===== config.mk =====
export PLATFORM = sky130hd
export DESIGN_NAME = tl_ul_link_monitor_flat
export DESIGN_NICKNAME = d
export VERILOG_FILES = /design/src/rtl/tl_ul_if.sv /design/src/rtl/tl_ul_link_monitor.sv /design/src/flat_wrapper.sv
export SDC_FILE = /design/constraint.sdc
export NUM_CORES = 1
export LEC_CHECK = 0
export ABC_AREA = 1
export CORE_ASPECT_RATIO = 1.2
export CORE_MARGIN = 2
export CORE_UTILIZATION = 34
export CTS_BUF_LIST = sky130_fd_sc_hd__clkbuf_2
export DETAILED_ROUTE_END_ITERATION = 8
export GPL_ROUTABILITY_DRIVEN = 0
export PLACE_DENSITY_LB_ADDON = 0.2
export SLEW_MARGIN = 10
export SYNTH_ARGS = -nofsm -noshare
export SYNTH_HDL_FRONTEND = slang
export SYNTH_SLANG_ARGS = --single-unit

===== constraint.sdc =====
create_clock -name clock -period 3.55 [get_ports clock]
set_clock_uncertainty 0.2 [all_clocks]
set_input_delay 1.065 -clock clock [delete_from_list [all_inputs] [get_ports clock]]
set_output_delay 1.065 -clock clock [all_outputs]
set_load 0.01 [all_outputs]

===== src/rtl/tl_ul_if.sv =====
// TileLink-UL A/D channel pair bundle. The monitor modport observes every
// signal; master/slave describe the two active ends of the link.
interface tl_ul_if #(
    parameter int ADDR_W     = 30,
    parameter int SRC_W      = 2,
    parameter int SIZE_W     = 3,
    parameter int BEAT_BYTES = 4
);
    // Handshake: a beat transfers on a rising clock edge where valid and ready
    // are both high; once valid rises, the sender holds valid and every payload
    // field unchanged until that transfer edge.
    logic                  a_valid;
    logic                  a_ready;
    logic [2:0]            a_opcode;
    logic [SIZE_W-1:0]     a_size;
    logic [SRC_W-1:0]      a_source;
    logic [ADDR_W-1:0]     a_address;
    logic [BEAT_BYTES-1:0] a_mask;
    logic                  d_valid;
    logic                  d_ready;
    logic [2:0]            d_opcode;
    logic [SIZE_W-1:0]     d_size;
    logic [SRC_W-1:0]      d_source;

    modport master (
        output a_valid, a_opcode, a_size, a_source, a_address, a_mask, d_ready,
        input  a_ready, d_valid, d_opcode, d_size, d_source
    );

    modport slave (
        input  a_valid, a_opcode, a_size, a_source, a_address, a_mask, d_ready,
        output a_ready, d_valid, d_opcode, d_size, d_source
    );

    modport monitor (
        input a_valid, a_ready, a_opcode, a_size, a_source, a_address, a_mask,
        input d_valid, d_ready, d_opcode, d_size, d_source
    );
endinterface


===== src/rtl/tl_ul_link_monitor.sv =====
// Passive TileLink-UL checker: per-source in-flight table, burst beat tracking,
// watchdog. Define TL_MON_ASSERT_EN to echo each err_valid pulse as a $error.
module tl_ul_link_monitor #(
    parameter int ADDR_W     = 30,
    parameter int SRC_W      = 2,
    parameter int SIZE_W     = 3,
    parameter int BEAT_BYTES = 4,
    parameter int TIMEOUT    = 1024
) (
    input  logic           clock,
    input  logic           reset_n,
    tl_ul_if.monitor       bus,
    output logic           err_valid,
    output logic [3:0]     err_code,
    output logic           err_sticky,
    output logic [SRC_W:0] inflight
);
    localparam int N_SRC  = 2 ** SRC_W;
    localparam int BB_LOG = $clog2(BEAT_BYTES);
    localparam int CNT_W  = 2 ** SIZE_W;
    localparam int WD_W   = $clog2(TIMEOUT + 1);
    localparam int INF_W  = SRC_W + 1;
    localparam int A_W    = 3 + SIZE_W + SRC_W + ADDR_W + BEAT_BYTES;

    localparam logic [2:0] OP_PUT_FULL = 3'd0;
    localparam logic [2:0] OP_PUT_PART = 3'd1;
    localparam logic [2:0] OP_GET      = 3'd4;
    localparam logic [2:0] OP_ACK      = 3'd0;
    localparam logic [2:0] OP_ACK_DATA = 3'd1;

    function automatic logic [CNT_W-1:0] beats_of(input logic [SIZE_W-1:0] sz);
        if (int'(sz) <= BB_LOG) return CNT_W'(1);
        return CNT_W'(1) << (int'(sz) - BB_LOG);
    endfunction

    logic                  a_fire, d_fire, a_first, a_is_put, a_legal;
    logic [CNT_W-1:0]      a_cnt, d_cnt, a_burst_beats, d_beats;
    logic                  d_last, d_clear_same;
    logic [2:0]            first_op;
    logic [SRC_W-1:0]      first_src;
    logic [SIZE_W-1:0]     first_size;
    logic [N_SRC-1:0]      tbl_valid, tbl_get;
    logic [SIZE_W-1:0]     tbl_size [N_SRC];
    logic                  stall_q;
    logic [A_W-1:0]        a_bundle, a_hold;
    logic [WD_W-1:0]       wd_cnt;
    logic                  wd_run, wd_hit;
    logic [ADDR_W-1:0]     align_mask;
    logic [BEAT_BYTES-1:0] act_mask;
    int                    lane_off;
    logic [10:1]           viol;
    logic [3:0]            code_nx;

    assign a_fire        = bus.a_valid & bus.a_ready;
    assign d_fire        = bus.d_valid & bus.d_ready;
    assign a_first       = (a_cnt == '0);
    assign a_is_put      = (bus.a_opcode == OP_PUT_FULL) || (bus.a_opcode == OP_PUT_PART);
    assign a_legal       = a_is_put || (bus.a_opcode == OP_GET);
    assign a_burst_beats = a_is_put ? beats_of(bus.a_size) : CNT_W'(1);
    assign d_beats       = (bus.d_opcode == OP_ACK_DATA) ? beats_of(bus.d_size) : CNT_W'(1);
    assign d_last        = (d_cnt == d_beats - CNT_W'(1));
    assign d_clear_same  = d_fire && d_last && (bus.d_source == bus.a_source);
    assign a_bundle      = {bus.a_opcode, bus.a_size, bus.a_source, bus.a_address, bus.a_mask};
    assign align_mask    = (ADDR_W'(1) << bus.a_size) - ADDR_W'(1);
    assign wd_run        = (inflight != '0) && !d_fire;
    assign wd_hit        = wd_run && (wd_cnt == WD_W'(TIMEOUT - 1));

    // Lanes covered by a sub-beat transfer are the naturally aligned group
    // containing the address; transfers of a beat or more cover every lane.
    always_comb begin
        lane_off = int'(bus.a_address & ADDR_W'(BEAT_BYTES - 1));
        act_mask = '0;
        for (int i = 0; i < BEAT_BYTES; i++)
            act_mask[i] = (int'(bus.a_size) >= BB_LOG) ||
                          ((i >> bus.a_size) == (lane_off >> bus.a_size));
    end

    always_comb begin
        inflight = '0;
        for (int i = 0; i < N_SRC; i++)
            inflight = inflight + INF_W'(tbl_valid[i]);
    end

    always_comb begin
        viol     = '0;
        viol[1]  = a_fire && !a_legal;
        viol[2]  = a_fire && ((bus.a_address & align_mask) != '0);
        viol[3]  = a_fire && (bus.a_opcode == OP_PUT_FULL) && ((bus.a_mask & act_mask) != act_mask);
        viol[4]  = stall_q && (!bus.a_valid || (a_bundle != a_hold));
        viol[5]  = a_fire && a_first && tbl_valid[bus.a_source] && !d_clear_same;
        viol[6]  = a_fire && !a_first && ((bus.a_source != first_src) ||
                   (bus.a_size != first_size) || (bus.a_opcode != first_op));
        viol[7]  = d_fire && !tbl_valid[bus.d_source];
        viol[8]  = d_fire && tbl_valid[bus.d_source] &&
                   (bus.d_opcode != (tbl_get[bus.d_source] ? OP_ACK_DATA : OP_ACK));
        viol[9]  = d_fire && tbl_valid[bus.d_source] && (bus.d_size != tbl_size[bus.d_source]);
        viol[10] = wd_hit;
        code_nx  = '0;
        for (int i = 10; i >= 1; i--)
            if (viol[i]) code_nx = 4'(i);
    end

    // Clear precedes set so a last D beat and a fresh A on one source re-arms the entry.
    always_ff @(posedge clock or negedge reset_n) begin
        if (!reset_n) begin
            tbl_valid <= '0;
            tbl_get   <= '0;
            for (int i = 0; i < N_SRC; i++) tbl_size[i] <= '0;
        end else begin
            if (d_fire && d_last) tbl_valid[bus.d_source] <= 1'b0;
            if (a_fire && a_first) begin
                tbl_valid[bus.a_source] <= 1'b1;
                tbl_get[bus.a_source]   <= !a_is_put;
                tbl_size[bus.a_source]  <= bus.a_size;
            end
        end
    end

    always_ff @(posedge clock or negedge reset_n) begin
        if (!reset_n) begin
            a_cnt      <= '0;
            first_op   <= '0;
            first_src  <= '0;
            first_size <= '0;
            d_cnt      <= '0;
            stall_q    <= 1'b0;
            a_hold     <= '0;
        end else begin
            if (a_fire) begin
                if (a_first) begin
                    first_op   <= bus.a_opcode;
                    first_src  <= bus.a_source;
                    first_size <= bus.a_size;
                    if (a_burst_beats != CNT_W'(1)) a_cnt <= CNT_W'(1);
                end else if (a_cnt == beats_of(first_size) - CNT_W'(1)) begin
                    a_cnt <= '0;
                end else begin
                    a_cnt <= a_cnt + CNT_W'(1);
                end
            end
            if (d_fire) d_cnt <= d_last ? '0 : d_cnt + CNT_W'(1);
            stall_q <= bus.a_valid & ~bus.a_ready;
            if (bus.a_valid && !bus.a_ready) a_hold <= a_bundle;
        end
    end

    // Watchdog saturates at TIMEOUT so it reports once per stall episode.
    always_ff @(posedge clock or negedge reset_n) begin
        if (!reset_n)                      wd_cnt <= '0;
        else if (!wd_run)                  wd_cnt <= '0;
        else if (wd_cnt != WD_W'(TIMEOUT)) wd_cnt <= wd_cnt + WD_W'(1);
    end

    always_ff @(posedge clock or negedge reset_n) begin
        if (!reset_n) begin
            err_valid  <= 1'b0;
            err_code   <= '0;
            err_sticky <= 1'b0;
        end else begin
            err_valid  <= (viol != '0);
            err_code   <= code_nx;
            err_sticky <= err_sticky | (viol != '0);
        end
    end

`ifdef TL_MON_ASSERT_EN
    logic [SRC_W-1:0] src_nx, err_src;
    always_comb begin
        src_nx = '0;
        if (code_nx >= 4'd7 && code_nx <= 4'd9)  src_nx = bus.d_source;
        else if (code_nx != '0 && code_nx <= 4'd6) src_nx = bus.a_source;
    end
    always_ff @(posedge clock or negedge reset_n) begin
        if (!reset_n) err_src <= '0;
        else          err_src <= src_nx;
    end
    always @(posedge clock)
        if (reset_n && err_valid)
            $error("tl_ul_link_monitor code %0d src %0d", err_code, err_src);
`else
    // Silent build: violations surface only on the err_* ports.
`endif
endmodule


===== src/flat_wrapper.sv =====
// flat-port wrapper written by rule: the top's interface ports become plain ports
module tl_ul_link_monitor_flat 
#(
    parameter int ADDR_W     = 30,
    parameter int SRC_W      = 2,
    parameter int SIZE_W     = 3,
    parameter int BEAT_BYTES = 4,
    parameter int TIMEOUT    = 1024
)
  (clock, reset_n, err_valid, err_code, err_sticky, inflight, bus_a_valid, bus_a_ready, bus_a_opcode, bus_a_size, bus_a_source, bus_a_address, bus_a_mask, bus_d_valid, bus_d_ready, bus_d_opcode, bus_d_size, bus_d_source);
  tl_ul_if #(.ADDR_W(ADDR_W), .SRC_W(SRC_W), .SIZE_W(SIZE_W), .BEAT_BYTES(BEAT_BYTES)) bus_i ();
  input  logic clock;
  input  logic reset_n;
  output logic err_valid;
  output logic [3:0] err_code;
  output logic err_sticky;
  output logic [SRC_W:0] inflight;
  input wire logic [$bits(bus_i.a_valid)-1:0] bus_a_valid;
  input wire logic [$bits(bus_i.a_ready)-1:0] bus_a_ready;
  input wire logic [$bits(bus_i.a_opcode)-1:0] bus_a_opcode;
  input wire logic [$bits(bus_i.a_size)-1:0] bus_a_size;
  input wire logic [$bits(bus_i.a_source)-1:0] bus_a_source;
  input wire logic [$bits(bus_i.a_address)-1:0] bus_a_address;
  input wire logic [$bits(bus_i.a_mask)-1:0] bus_a_mask;
  input wire logic [$bits(bus_i.d_valid)-1:0] bus_d_valid;
  input wire logic [$bits(bus_i.d_ready)-1:0] bus_d_ready;
  input wire logic [$bits(bus_i.d_opcode)-1:0] bus_d_opcode;
  input wire logic [$bits(bus_i.d_size)-1:0] bus_d_size;
  input wire logic [$bits(bus_i.d_source)-1:0] bus_d_source;
  assign bus_i.a_valid = bus_a_valid;
  assign bus_i.a_ready = bus_a_ready;
  assign bus_i.a_opcode = bus_a_opcode;
  assign bus_i.a_size = bus_a_size;
  assign bus_i.a_source = bus_a_source;
  assign bus_i.a_address = bus_a_address;
  assign bus_i.a_mask = bus_a_mask;
  assign bus_i.d_valid = bus_d_valid;
  assign bus_i.d_ready = bus_d_ready;
  assign bus_i.d_opcode = bus_d_opcode;
  assign bus_i.d_size = bus_d_size;
  assign bus_i.d_source = bus_d_source;
  tl_ul_link_monitor #(.ADDR_W(ADDR_W), .SRC_W(SRC_W), .SIZE_W(SIZE_W), .BEAT_BYTES(BEAT_BYTES), .TIMEOUT(TIMEOUT)) u_core (.clock(clock), .reset_n(reset_n), .bus(bus_i), .err_valid(err_valid), .err_code(err_code), .err_sticky(err_sticky), .inflight(inflight));
endmodule

* Word level (Yosys, flattened, before mapping)
Cells that the tools add are included.
** Operators by class
- Shift-type cells :: 9
- Add/subtract/negate cells :: 12
- Reductions and logical operators :: 46
- Muxes and demuxes :: 51
- Order comparisons :: 11
- Bitwise logic cells :: 12
- Eq/ne operators :: 22
** Operators by type and width (count)
- $eq 32x32->1 :: 4
- $mux 8 :: 14
- $shl 1x32->8 const A :: 3
- $shr 1x3->32 const A :: 2
- $shr 2x3->32 const A :: 2
- $mux 4 :: 12
- $ne 42x42->1 :: 1
- $shr 2x3->32 :: 1
- $and 30x30->30 :: 1
- $reduce_bool 30->1 :: 1
- $shl 1x3->30 const A :: 1
- $sub 30x2->30 const B :: 1
- $logic_and 1x1->1 :: 22
- $mux 11 :: 2
- $add 8x1->8 const B :: 2
- $eq 8x8->1 :: 2
- $sub 8x1->8 const B :: 2
- $bwmux 12 :: 1
- $ne 3x3->1 :: 4
- $sub 3x2->4 const B :: 3
- $add 11x1->11 const B :: 1
- $eq 11x10->1 const B :: 1
- $mux 1 :: 11
- $ne 11x11->1 const B :: 1
- other kinds (35) :: 68
** Word-level totals
- Register bits after elaboration :: 104
- Output and inout port bits :: 9
- Input bits :: 56
- Logic and storage cells :: 180

* Logic depth before layout (Yosys ltp)
Gate-level depths: netlist of run 1.
- Depth in word-level cells :: 16
- Mapped depth :: 24
- Depth with buffers taken out :: 23

* Worst setup path before layout of run 1
OpenSTA, ideal clock, no wires.
- Path kind :: input-to-reg
- Start point :: input port bus_d_size[1]
- End point :: register u_core.err_sticky
- Arrival :: 3199 ps
- Library setup time :: 128 ps
- Required time :: 3222 ps
- Buffers on the path :: 1
- Stages on the path :: 20
- Path slack :: 23 ps
- Path through :: buf_4 inv_2 ha_1 nor2_2 nand3_1 nand3_2 inv_1 ha_1 xor2_1 xor2_1 inv_1 nand2_1 nor2_1 nand2_2 nor2_4 nand4_2 nand2_2 nand3_2 nor2_1 nand3_1
** On the way
- Word-level cells in the longest chain between the ends :: 12
- Elaborated cells between the ends (all ways) :: 16
- Classes of those cells :: add/sub (2); order compare (1); eq/ne (2); shift (1); mux (3); bitwise (1); reduce/logical (6)
** RTL lines
- start: declaration :: line flat_wrapper.sv:28 : input wire logic [$bits(bus_i.d_size)-1:0] bus_d_size;
- $sub 3x2->4 / $le 3x2->1 (equally long branches) :: line tl_ul_link_monitor.sv:33, tl_ul_link_monitor.sv:32
- $shl 1x32->8 / $mux 1 (equally long branches) :: line tl_ul_link_monitor.sv:33, tl_ul_link_monitor.sv:32
- $mux 8 :: line tl_ul_link_monitor.sv:33 : return CNT_W'(1) << (int'(sz) - BB_LOG);
- $mux 8 :: line tl_ul_link_monitor.sv:60 : assign d_beats = (bus.d_opcode == OP_ACK_DATA) ? beats_of(bus.d_size) : CNT_W'(1);
- $sub 8x1->8 :: line tl_ul_link_monitor.sv:61 : assign d_last = (d_cnt == d_beats - CNT_W'(1));
- $eq 8x8->1 :: line tl_ul_link_monitor.sv:61
- $logic_and 1x1->1 (2 in a row) :: line tl_ul_link_monitor.sv:62 : assign d_clear_same = d_fire && d_last && (bus.d_source == bus.a_source);
- $logic_not 1->1 :: line tl_ul_link_monitor.sv:90 : viol[5] = a_fire && a_first && tbl_valid[bus.a_source] && !d_clear_same;
- $logic_and 1x1->1 :: line tl_ul_link_monitor.sv:90
- $reduce_bool 10->1 (*) :: line tl_ul_link_monitor.sv:162 : err_sticky <= err_sticky | (viol != '0);
- $or 1x1->1 (*) :: line tl_ul_link_monitor.sv:162
- end signal: assignment :: line tl_ul_link_monitor.sv:162
- end: declaration :: line tl_ul_link_monitor.sv:15 : output logic err_sticky,
Every way passes the cells marked *; elsewhere a longest branch is shown, timed or not.
A chain may end at the register's enable or synchronous reset.

* Worst setup path in the final report of run 1
- Start point :: register u_core.tbl_valid[1]
- End point :: output port inflight[2]
** On the way
- Word-level cells in the longest chain between the ends :: 3
** RTL lines
- start: declaration :: line tl_ul_link_monitor.sv:42 : logic [N_SRC-1:0] tbl_valid, tbl_get;
- start signal: assignment :: line tl_ul_link_monitor.sv:106 : tbl_valid <= '0;
- start signal: indexed assignment :: line tl_ul_link_monitor.sv:110 : if (d_fire && d_last) tbl_valid[bus.d_source] <= 1'b0;
- start signal: indexed assignment :: line tl_ul_link_monitor.sv:112 : tbl_valid[bus.a_source] <= 1'b1;
- $add 1x1->2 :: line tl_ul_link_monitor.sv:81 : inflight = inflight + INF_W'(tbl_valid[i]);
- $add 3x1->3 (2 in a row) :: line tl_ul_link_monitor.sv:81
- end: declaration :: line flat_wrapper.sv:17 : output logic [SRC_W:0] inflight;
Every way passes these cells.

==> key figures, run 1 <==
Timing
  • Setup TNS: 0 ns
  • Final period util: between 90% and 100%
  • Final Hold Viols: 0
  • # setup viols final: 0
  • Unrepaired setup endpoints after global routing: false
  • Fmax: ~290 MHz
  • Min Tclk post-route: between 3 and 4 ns
  • Fin. max-slew vios: 0
  • Setup ws final: 0.0991 ns
  • Worst slew pin tran: approximately 0.7 ns
  • Worst rel slew slack: between 50% and 60%

Power and ir drop
  • Power per Cell Area: between 500 and 600 mW/mm2
  • Leakage: roughly 3.7 nW
  • Peak supply drop: between 0.2 and 0.25 mV
  • Power, Total: ~4 mW

CTS
  • Clock Latency Late Sink: roughly 0.64 ns
  • CTS tree: done
  • Worst-path clk slew: 0.28 ns
  • CTS root buf: clkbuf_2
  • CTS Sinks: ~100
  • Number of H-tree levels: 3
  • Clock buffer count from CTS: 9
  • Clock buffer depth: 2
  • CTS hold repair buffers: 0

Global route
  • Vias in the first global route: 5,543
  • Global-route wire length before repair: ~27,000 um
  • Initial antenna violation count: 1
  • Largest net degree at the start of global routing: 70
  • GRT Util Overall: 17.6%
  • Grt ovf: 0

Route
  • Vias per cell: 4.82
  • Initial DRC Count: around 330
  • Post-Route WL: between 15,000 and 20,000 um
  • Highest metal used: met4
  • WL met2: 7910 um
  • Met3 Wirelength: between 500 and 600 um
  • M1 wire length: ~7600 um
  • DR vias: approximately 5,600
  • Drt drc: 0
  • Drt wl/cell: about 14 um
  • Post-DRT Antenna Nets: 0
  • Pre-antenna DRT Iters: 4

Logic synthesis
  • Yosys reg bits: approximately 100
  • Yosys top cell by area: dfrtp_1
  • Count of different cell masters after synthesis: 44
  • Synth warnings: 0
  • Largest cells by area after synthesis: dfrtp_1 42%, nand2_1 11%, inv_1 7.3%, o21ai_0 7.2%, xor2_1 4.1%
  • Share of the synthesized area in the top cell type: a little over two fifths
  • Async SR Flop Fraction: 100%
  • Gate Count Post-Synth: between 800 and 900
  • Seq/Total Area, Yosys: 41.7%
  • Post-synthesis instance area: around 0.0062 mm2
  • Ys flop type: dfrtp_1
  • Post-synth net total: approximately 900
  • EDFF count, synth: 0
  • Mean Syn Cell Area: 7.56 um2

Setup path
  • Crit-path slowest cell: dfrtp_1
  • CP Buf/Inv Count: 1
  • Flop2flop setup slack: about 0.5 ns
  • FF-to-FF Start: u_core.tbl_valid[1]
  • Crit-path leading delay family: adder cells
  • Crit-path cells: ha_1, fa_2, ha_4, clkdlybuf4s15_2
  • Critical path startpoint category: flop
  • CP startpoint: u_core.tbl_valid[1]
  • Kind of critical path: flop to output port
  • Req. time, crit path: 2.28 ns
  • CP max FO: 2
  • CP Capture Type: output port
  • CP peak stage delay: 0.45 ns
  • Arrival @ worst endpoint: around 2.2 ns

Cells and area
  • Share of layout cells above drive strength 1: 11.2%
  • Nets: 1,013
  • Final Core Density: between 40% and 50%
  • Synth-to-layout area growth: 22.7%
  • Post-route cell area: roughly 0.0077 mm2

Die
  • Initial Util: 34.5%
  • Die X: 128 um
  • Rows: 54
  • Die area: 0.0195 mm2
  • Core Box Area: around 0.018 mm2
  • Die H: ~150 um
  • I/O Pins: 65

Run
  • Maxcap violations: 0

Placement
  • Placed instance area: approximately 0.0075 mm2
  • IO buf count: between 60 and 70
  • Post-DP HPWL: 12,800 um
  • Dpl ws: -0.428 ns

Min path
  • HP Class: primary input to asynchronous set/reset pin

Status
  • Status: finished clean
-- cell type report --
| class | instances | area (um2) |
|---|---|---|
| fillers | 1847 | 10500 |
| multi-input cells | 573 | 3090 |
| flip-flops and latches | 104 | 2600 |
| repair buffers | 119 | 1060 |
| inverters | 129 | 484 |
| well taps | 224 | 280 |
| clock inverters | 6 | 91.3 |
| clock buffers | 10 | 50.0 |
| diodes | 1 | 2.50 |
-- final timing paths --
check,end,cells past startpoint
worst max-delay path,inflight[2],4
worst min-delay path,u_core.wd_cnt[0],1
worst max register to register,u_core.err_sticky,9
worst min register to register,u_core.tbl_size[1],2
max in group asynchronous,u_core.a_hold[36],2
min in group clock,u_core.tbl_size[1],2
-- per-stage QoR --
stage	hold slack (ns)	instances
2_1_floorplan	0.253	825
3_3_place_gp	0.266	1146
5_1_grt	0.192	1166
3_5_place_dp	0.273	1146
4_1_cts	0.172	1164
6_report	0.192	1166
-- metal layers --
layer,global-route usage (%),vias up
met2,30.0,104
li1,-,2930
met3,2.60,19
met5,0,-
met1,23.0,2568
met4,5.18,0
-- logic make-up (layout without fill, tap and decap cells) --
kind of cell               Yosys count  after routing  synth area share (%)
buffers and inverters              148            264                  9.10
DFF                                104            104                  41.7
AOI/OAI and AO/OA                  160            160                  14.8
and+or+nand+nor                    359            359                  25.5
other                                0              1                     0
adders and majority gates           21             21                  4.33
xor gates and xnor gates            33             33                  4.63
-- cells in the mapped netlist (3+ instances only) --
library cell / count
nor2_2: 4
a22oi_1: 4
clkbuf_1: 10
or2_2: 3
nand2_2: 5
xnor2_1: 4
o211ai_1: 3
nand3_2: 6
ha_1: 20
xor2_1: 29
nand2_1: 190
o21ai_0: 90
dfrtp_1: 104
nor4_1: 7
nand3b_1: 3
nand4_1: 19
nand3_1: 40
inv_1: 122
a31oi_1: 4
a211oi_1: 9
o22ai_1: 17
buf_2: 7
o31ai_1: 3
nor2_1: 61
inv_2: 6
nor3_1: 17
a21oi_1: 17
-- layout by cell type (no fill, tap or decap), types with 2 or more instances in the layout --
cell type,n
xor2_1,29
nand4_1,19
nand2_2,5
a21oi_1,17
nor2_2,4
o21a_1,2
a22oi_1,4
clkdlybuf4s50_1,60
o32ai_1,2
a211oi_1,9
o22ai_1,17
xnor2_1,4
nand2_1,190
dfrtp_1,104
nor4_1,7
buf_4,55
nand3b_1,3
inv_2,6
clkinvlp_4,3
clkbuf_2,11
nand3_2,6
o31ai_1,3
o2111ai_1,2
o21ai_0,90
or2_2,3
ha_1,19
nand3_1,40
a221oi_1,2
bufinv_16,2
nor2_1,61
o211ai_1,3
nor3_1,17
inv_1,122
a31oi_1,4
-- registers in the layout (all words and copies together) (netlist names), 2 cells and up --
register,flops
u_core.first_op,3
u_core.err_code,4
u_core.tbl_size,12
u_core.wd_cnt,11
u_core.tbl_valid,4
u_core.tbl_get,4
u_core.a_cnt,8
u_core.first_src,2
u_core.d_cnt,8
u_core.a_hold,42
u_core.first_size,3
-- power breakdown --
part	leakage (nW)	switching, mW	internal, mW
sequential	1.31	0.230	1.48
clock	0.0748	0.432	0.237
combinational	2.30	0.929	0.714
-- what timing repair did --
action                                  CTS  global route
gates cloned                              0             0
pin swaps                                 0             2
resized for setup                         9             4
buffers inserted                          2             1
endpoints found under the setup margin    3             2
(Power assumes the default switching activity.)
==> inputs of run 2 (changes only) <==
--- a/config.mk
+++ b/config.mk
@@ -10,9 +10,10 @@
 export CORE_MARGIN = 2
 export CORE_UTILIZATION = 34
 export CTS_BUF_LIST = sky130_fd_sc_hd__clkbuf_2
+export CTS_CLUSTER_SIZE = 24
 export DETAILED_ROUTE_END_ITERATION = 8
 export GPL_ROUTABILITY_DRIVEN = 0
-export PLACE_DENSITY_LB_ADDON = 0.2
+export PLACE_DENSITY = 0.56
 export SLEW_MARGIN = 10
 export SYNTH_ARGS = -nofsm -noshare
 export SYNTH_HDL_FRONTEND = slang
==> key figures, run 2 (synthesized netlist as in run 1, its figures left out) <==
Route
  • Drt drc: 0 (unchanged)
  • Initial DRC Count: 235 (was 325)
  • Post-DRT Antenna Nets: 0 (unchanged)
  • Post-Route WL: 16,200 um (was 16,300 um)
  • Drt wl/cell: 13.9 um (was 14.0 um)
  • DR vias: 5,641 (was 5,621)
  • Vias per cell: 4.85 (was 4.82)
  • Pre-antenna DRT Iters: 6 (was 4)

Placement
  • IO buf count: 64 (unchanged)
  • Dpl ws: -0.497 ns (was -0.428 ns)
  • Post-DP HPWL: 12,600 um (was 12,800 um)
  • Placed instance area: 0.00746 mm2 (was 0.00748 mm2)

Global route
  • GRT Util Overall: 17.6% (about the same)
  • Vias in the first global route: 5,514 (was 5,543)
  • Global-route wire length before repair: 27,300 um (about the same)
  • Largest net degree at the start of global routing: 70 (unchanged)
  • Grt ovf: 0 (unchanged)
  • Initial antenna violation count: 1 (unchanged)

Setup path
  • Kind of critical path: flop to output port (unchanged)
  • Crit-path leading delay family: adder cells (unchanged)
  • CP peak stage delay: 0.47 ns (was 0.45 ns)
  • FF-to-FF Start: u_core.tbl_valid[0] (was u_core.tbl_valid[1])
  • Req. time, crit path: 2.28 ns (about the same)
  • CP max FO: 2 (unchanged)
  • Crit-path slowest cell: dfrtp_1 (unchanged)
  • CP Buf/Inv Count: 1 (unchanged)
  • Crit-path cells: ha_1, fa_2, ha_1, buf_2 (was ha_1, fa_2, ha_4, clkdlybuf4s15_2)
  • Most used cell, CP: ha_1
  • Critical path startpoint category: flop (unchanged)
  • R2R cell count: 9 (unchanged)
  • CP Capture Type: output port (unchanged)
  • Reg-to-Reg End: u_core.err_sticky (unchanged)
  • Arrival @ worst endpoint: 2.20 ns (was 2.19 ns)
  • Flop2flop setup slack: 0.42 ns (was 0.50 ns)

Timing
  • Setup ws final: 0.0837 ns (was 0.0991 ns)
  • Final Hold Viols: 0 (unchanged)
  • Worst rel slew slack: 47.5% (was 54.0%)
  • Fin. max-slew vios: 0 (unchanged)
  • Worst slew pin tran: 0.781 ns (was 0.684 ns)
  • Unrepaired setup endpoints after global routing: false (unchanged)
  • # setup viols final: 0 (unchanged)
  • Min Tclk post-route: 3.47 ns (was 3.45 ns)
  • Final period util: 97.6% (was 97.2%)
  • Worst hold margin: 0.126 ns (was 0.192 ns)
  • Fmax: 288 MHz (was 290 MHz)

CTS
  • Clock buffer count from CTS: 9 (unchanged)
  • Number of H-tree levels: 3 (unchanged)
  • Clock buffer depth: 2 (unchanged)
  • Worst-path clk slew: 0.28 ns (about the same)
  • CTS hold repair buffers: 0 (unchanged)
  • Clock Latency Late Sink: 0.64 ns (about the same)
  • CTS tree: done (unchanged)
  • CTS Sinks: 104 (unchanged)
  • CTS root buf: clkbuf_2 (unchanged)

Die
  • Initial Util: 34.5% (unchanged)
  • Die area: 0.0195 mm2 (unchanged)
  • Rows: 54 (unchanged)
  • Die H: 152 um (unchanged)
  • Die X: 128 um (unchanged)
  • I/O Pins: 65 (unchanged)
  • Core Box Area: 0.0181 mm2 (unchanged)

Cells and area
  • Max reg flops: 42 (unchanged)
  • Nets: 1,009 (was 1,013)
  • Share of layout cells above drive strength 1: 10.7% (was 11.2%)
  • FILL cells: 1,935 (was 1,847)
  • Biggest regs: u_core.a_hold: 42 flops, u_core.tbl_size: 12 flops, u_core.wd_cnt: 11 flops (unchanged)
  • Commonest cells after routing, fill and taps aside: 190 x nand2_1, 122 x inv_1, 104 x dfrtp_1 (unchanged)
  • Biggest register: u_core.a_hold (unchanged)
  • Synth-to-layout area growth: 22.3% (was 22.7%)
  • Post-route cell area: 0.00763 mm2 (was 0.00766 mm2)
  • Most common cell after layout, fill and taps aside: nand2_1 (unchanged)

Min path
  • HP Class: primary input to asynchronous set/reset pin (unchanged)

Status
  • Status: finished clean (unchanged)

Run
  • Maxcap violations: 0 (unchanged)

Power and ir drop
  • Peak supply drop: 0.176 mV (was 0.230 mV)
  • Leakage: 3.68 nW (about the same)
  • Power per Cell Area: 528 mW/mm2 (was 525 mW/mm2)
  • Power, Total: 4.03 mW (was 4.02 mW)
run 2: stage by stage:
stage	TNS [ns]	cells	util, %
after global routing	0	1162	42.2
final	0	1162	42.2
after CTS	0	1161	42.1
after global placement	-5.95	1143	41.2
after floorplan	0	825	-
after detailed placement	-6.82	1143	41.2
run 2: worst register-to-register path, cell delays in order (launching register included):
cell     delay, ns
dfrtp_1       0.47
ha_1          0.30
fa_2          0.35
ha_1          0.30
o31ai_1       0.68
inv_1         0.29
nand3_1       0.20
nand3_1       0.09
inv_1         0.09
nand3_1       0.08
run 2: power breakdown:
part	internal (mW)	total, mW	switching (mW)
logic	0.684	1.60	0.917
registers	1.48	1.71	0.235
clock network	0.303	0.719	0.416
run 2: layout make-up:
class / count / area [um2] / area share (%)
clock buffer: 10 / 50.0 / 0.656
timing repair buffer: 115 / 1030 / 13.5
multi-input combinational: 573 / 3080 / 40.3
clock inverter: 6 / 108 / 1.41
tap: 224 / 280 / 3.67
sequential: 104 / 2600 / 34.1
inverter: 129 / 484 / 6.34
antenna: 1 / 2.50 / 0.0328
run 2: how the worst max path moves through the flow:
stage	start	end	cells past startpoint
after global placement	bus_d_size[2]	u_core.err_sticky	19
after detailed placement	bus_d_size[1]	u_core.err_sticky	19
after CTS	u_core.tbl_valid[1]	inflight[1]	4
after floorplan	bus_d_size[1]	u_core.err_sticky	20
final	u_core.tbl_valid[0]	inflight[1]	4
after global routing	u_core.tbl_valid[1]	inflight[1]	4
run 2: layer usage:
metal / track usage, % / share of wire [%]
met5: 0 / 0
met4: 5.91 / 1.7
met3: 2.42 / 3.5
met2: 29.3 / 48
met1: 23.5 / 47
run 2: timing repair:
action	CTS	global route
setup buffers	2	0
endpoints found under the setup margin	3	2
pin swaps	1	0
gates resized for setup	9	2
==> inputs of run 3 (changes only) <==
--- a/config.mk
+++ b/config.mk
@@ -5,7 +5,6 @@
 export SDC_FILE = /design/constraint.sdc
 export NUM_CORES = 1
 export LEC_CHECK = 0
-export ABC_AREA = 1
 export CORE_ASPECT_RATIO = 1.2
 export CORE_MARGIN = 2
 export CORE_UTILIZATION = 34
@@ -13,7 +12,7 @@
 export CTS_CLUSTER_SIZE = 24
 export DETAILED_ROUTE_END_ITERATION = 8
 export GPL_ROUTABILITY_DRIVEN = 0
-export PLACE_DENSITY = 0.56
+export PLACE_DENSITY = 0.57
 export SLEW_MARGIN = 10
 export SYNTH_ARGS = -nofsm -noshare
 export SYNTH_HDL_FRONTEND = slang
==> constraint.sdc (replaced) <==
create_clock -name clock -period 3.55 [get_ports clock]
set_clock_uncertainty 0.2 [all_clocks]
set_input_delay 0.355 -clock clock [delete_from_list [all_inputs] [get_ports clock]]
set_output_delay 0.355 -clock clock [all_outputs]
set_load 0.01 [all_outputs]
==> key figures, run 3 <==
Cells and area
  • Post-route cell area: 0.00731 mm2 (was 0.00763 mm2)
  • Biggest register: u_core.a_hold (unchanged)
  • Synth-to-layout area growth: 20.1% (was 22.3%)
  • Final Non-Filler Cells: 892 (was 1,162)
  • Most common cell after layout, fill and taps aside: dfrtp_1 (was nand2_1)
  • Biggest regs: u_core.a_hold: 42 flops, u_core.tbl_size: 12 flops, u_core.wd_cnt: 11 flops (unchanged)
  • Nets: 744 (was 1,009)
  • Share of layout cells above drive strength 1: 18.5% (was 10.7%)
  • Ant diodes: 0 (was 1)
  • Max reg flops: 42 (unchanged)
  • Commonest cells after routing, fill and taps aside: 104 x dfrtp_1, 63 x clkdlybuf4s50_1, 53 x xor2_1, 53 x mux2_2, 37 x buf_4 (was 190 x nand2_1, 122 x inv_1, 104 x dfrtp_1)

CTS
  • Worst-path clk slew: 0.32 ns (was 0.28 ns)
  • CTS hold repair buffers: 1 (was 0)
  • CTS root buf: clkbuf_2 (unchanged)
  • Clock buffer depth: 2 (unchanged)
  • Number of H-tree levels: 3 (unchanged)
  • CTS Sinks: 104 (unchanged)
  • CTS tree: done (unchanged)
  • Post-CTS Setup Bufs: 0 (was 2)
  • Resize count post-CTS: 0 (was 9)
  • Clock buffer count from CTS: 9 (unchanged)
  • Clock Latency Late Sink: 0.63 ns (was 0.64 ns)

Logic synthesis
  • Seq/Total Area, Yosys: 42.8% (was 41.7%)
  • Largest cells by area after synthesis: dfrtp_1 43%, mux2_2 9.8%, xor2_1 7.6%, ha_1 4.1%, xnor2_1 3.6% (was dfrtp_1 42%, nand2_1 11%, inv_1 7.3%, o21ai_0 7.2%, xor2_1 4.1%)
  • Count of different cell masters after synthesis: 66 (was 44)
  • Mean Syn Cell Area: 10.5 um2 (was 7.56 um2)
  • Most frequent cell after synthesis: dfrtp_1 (was nand2_1)
  • Most frequent cells after synthesis: 104 x dfrtp_1, 53 x mux2_2, 53 x xor2_1, 35 x nor2_1, 32 x o21ai_0 (was 190 x nand2_1, 122 x inv_1, 104 x dfrtp_1, 90 x o21ai_0, 61 x nor2_1)
  • Yosys reg bits: 104 (unchanged)
  • Share of the synthesized area in the top cell type: 42.8% (was 41.7%)
  • Async SR Flop Fraction: 100% (unchanged)
  • Post-synth net total: 658 (was 902)
  • EDFF count, synth: 0 (unchanged)
  • Gate Count Post-Synth: 581 (was 825)
  • Synth warnings: 0 (unchanged)
  • Ys flop type: dfrtp_1 (unchanged)
  • Yosys top cell by area: dfrtp_1 (unchanged)
  • Post-synthesis instance area: 0.00609 mm2 (was 0.00624 mm2)

Status
  • Status: finished clean (unchanged)

Power and ir drop
  • Leakage: 3.14 nW (was 3.68 nW)
  • Power, Total: 3.70 mW (was 4.03 mW)
  • Power per Cell Area: 507 mW/mm2 (was 528 mW/mm2)
  • Peak supply drop: 0.172 mV (was 0.176 mV)

Placement
  • Placed instance area: 0.00719 mm2 (was 0.00746 mm2)
  • DP Cell Count: 875 (was 1,143)
  • Post-DP HPWL: 11,100 um (was 12,600 um)
  • IO buf count: 64 (unchanged)

Setup path
  • Crit-path cells: inv_1, ha_1, nand2b_1, a31oi_1, ha_1, xor2_1, xnor2_1, nand4_1, nor4_1, nand2b_1, o21ai_0, a21o_1 (was ha_1, fa_2, ha_1, buf_2)
  • FF-to-FF Start: u_core.first_size[2] (was u_core.tbl_valid[0])
  • Critical path startpoint category: flop (unchanged)
  • Reg-to-Reg End: u_core.a_cnt[5] (was u_core.err_sticky)
  • Req. time, crit path: 3.91 ns (was 2.28 ns)
  • Crit-path slowest cell: dfrtp_1 (unchanged)
  • CP startpoint: u_core.first_size[2] (was u_core.tbl_valid[0])
  • CP max FO: 12 (was 2)
  • R2R cell count: 12 (was 9)
  • CP Capture Type: flop (was output port)
  • Flop2flop setup slack: 0.31 ns (was 0.42 ns)
  • CP peak stage delay: 0.53 ns (was 0.47 ns)
  • Arrival @ worst endpoint: 3.60 ns (was 2.20 ns)
  • Kind of critical path: flop to flop (was flop to output port)

Timing
  • Unrepaired setup endpoints after global routing: false (unchanged)
  • Final Hold Viols: 0 (unchanged)
  • Fin. max-slew vios: 0 (unchanged)
  • Fmax: 308 MHz (was 288 MHz)
  • Worst slew pin tran: 0.927 ns (was 0.781 ns)
  • # setup viols final: 0 (unchanged)
  • Final period util: 91.3% (was 97.6%)
  • Worst hold margin: 0.137 ns (was 0.126 ns)
  • Min Tclk post-route: 3.24 ns (was 3.47 ns)
  • Worst rel slew slack: 38.2% (was 47.5%)
  • Setup TNS: 0 ns (unchanged)

Global route
  • GRT Util Overall: 16.2% (was 17.6%)
  • Initial antenna violation count: 0 (was 1)
  • Grt ovf: 0 (unchanged)
  • Global-route wire length before repair: 24,500 um (was 27,300 um)
  • Largest net degree at the start of global routing: 71 (was 70)
  • Vias in the first global route: 4,788 (was 5,514)

Die
  • Die X: 126 um (was 128 um)
  • Die H: 151 um (was 152 um)
  • Initial Util: 34.8% (was 34.5%)
  • Rows: 53 (was 54)
  • Core Box Area: 0.0175 mm2 (was 0.0181 mm2)
  • Die area: 0.0190 mm2 (was 0.0195 mm2)
  • I/O Pins: 65 (unchanged)

Route
  • DR vias: 4,639 (was 5,641)
  • Post-DRT Antenna Nets: 0 (unchanged)
  • Drt drc: 0 (unchanged)
  • Post-Route WL: 14,600 um (was 16,200 um)
  • Vias per cell: 5.20 (was 4.85)
  • Pre-antenna DRT Iters: 4 (was 6)
  • Initial DRC Count: 199 (was 235)
  • Drt wl/cell: 16.3 um (was 13.9 um)

Min path
  • HP Class: primary input to asynchronous set/reset pin (unchanged)

Run
  • Maxcap violations: 0 (unchanged)
run 3: critical path, delay by kind of cell, from the launching register on:
family	cells	cell delay (ns)
AOI/OAI and AO/OA	3	0.63
xor gates and xnor gates	2	0.31
adders and majority gates	2	0.52
and+or+nand+nor	4	0.92
DFF	1	0.53
buffers and inverters	1	0.07
run 3: where the power goes:
part	internal [mW]	total [mW]	switching (mW)
combinational	0.764	1.45	0.686
sequential	1.46	1.70	0.241
clock	0.106	0.549	0.443
run 3: worst max-delay path by stage:
| stage | depth (start not counted) | endpoint | slack, ns |
|---|---|---|---|
| after floorplan | 16 | u_core.err_code[0] | 0.02 |
| after global placement | 13 | u_core.err_code[0] | -0.14 |
| after detailed placement | 14 | u_core.err_code[0] | -0.25 |
| after CTS | 4 | inflight[1] | 0.29 |
| after global routing | 12 | u_core.a_cnt[5] | 0.11 |
| final | 12 | u_core.a_cnt[5] | 0.31 |
run 3: layer usage:
| metal | vias up | global-route usage (%) | share of wire [%] | routed length [um] |
|---|---|---|---|---|
| met5 | - | 0 | 0 | 0 |
| met4 | 0 | 4.12 | 1.6 | 228 |
| met3 | 18 | 4.48 | 5.0 | 732 |
| met2 | 106 | 28.0 | 50 | 7260 |
| met1 | 2268 | 20.0 | 44 | 6350 |
| li1 | 2247 | - | - | - |
run 3: cell type report:
type | instances | area [um2]
tap | 220 | 275
sequential | 104 | 2600
timing repair buffer | 101 | 918
clock inverter | 7 | 66.3
multi-input combinational | 422 | 3290
inverter | 29 | 109
fill | 1733 | 10200
clock buffer | 9 | 45.0
run 3: metrics by stage:
stage	utilization [%]	worst slack, ns
CTS	41.7	0.295
detailed placement	41.1	-0.253
global route	41.7	0.107
finish	41.7	0.307
floorplan	-	0.0166
global placement	41.1	-0.136
run 3: cells by family after synthesis:
group / count (synthesis) / share of synthesized area, %
AND/OR/NAND/NOR: 169 / 15.7
flip-flops: 104 / 42.8
AO/OA/AOI/OAI: 95 / 10.4
XOR/XNOR: 78 / 11.2
multiplexers: 59 / 12.0
buffers and inverters: 55 / 3.41
adder cells (fa/ha/maj): 21 / 4.44
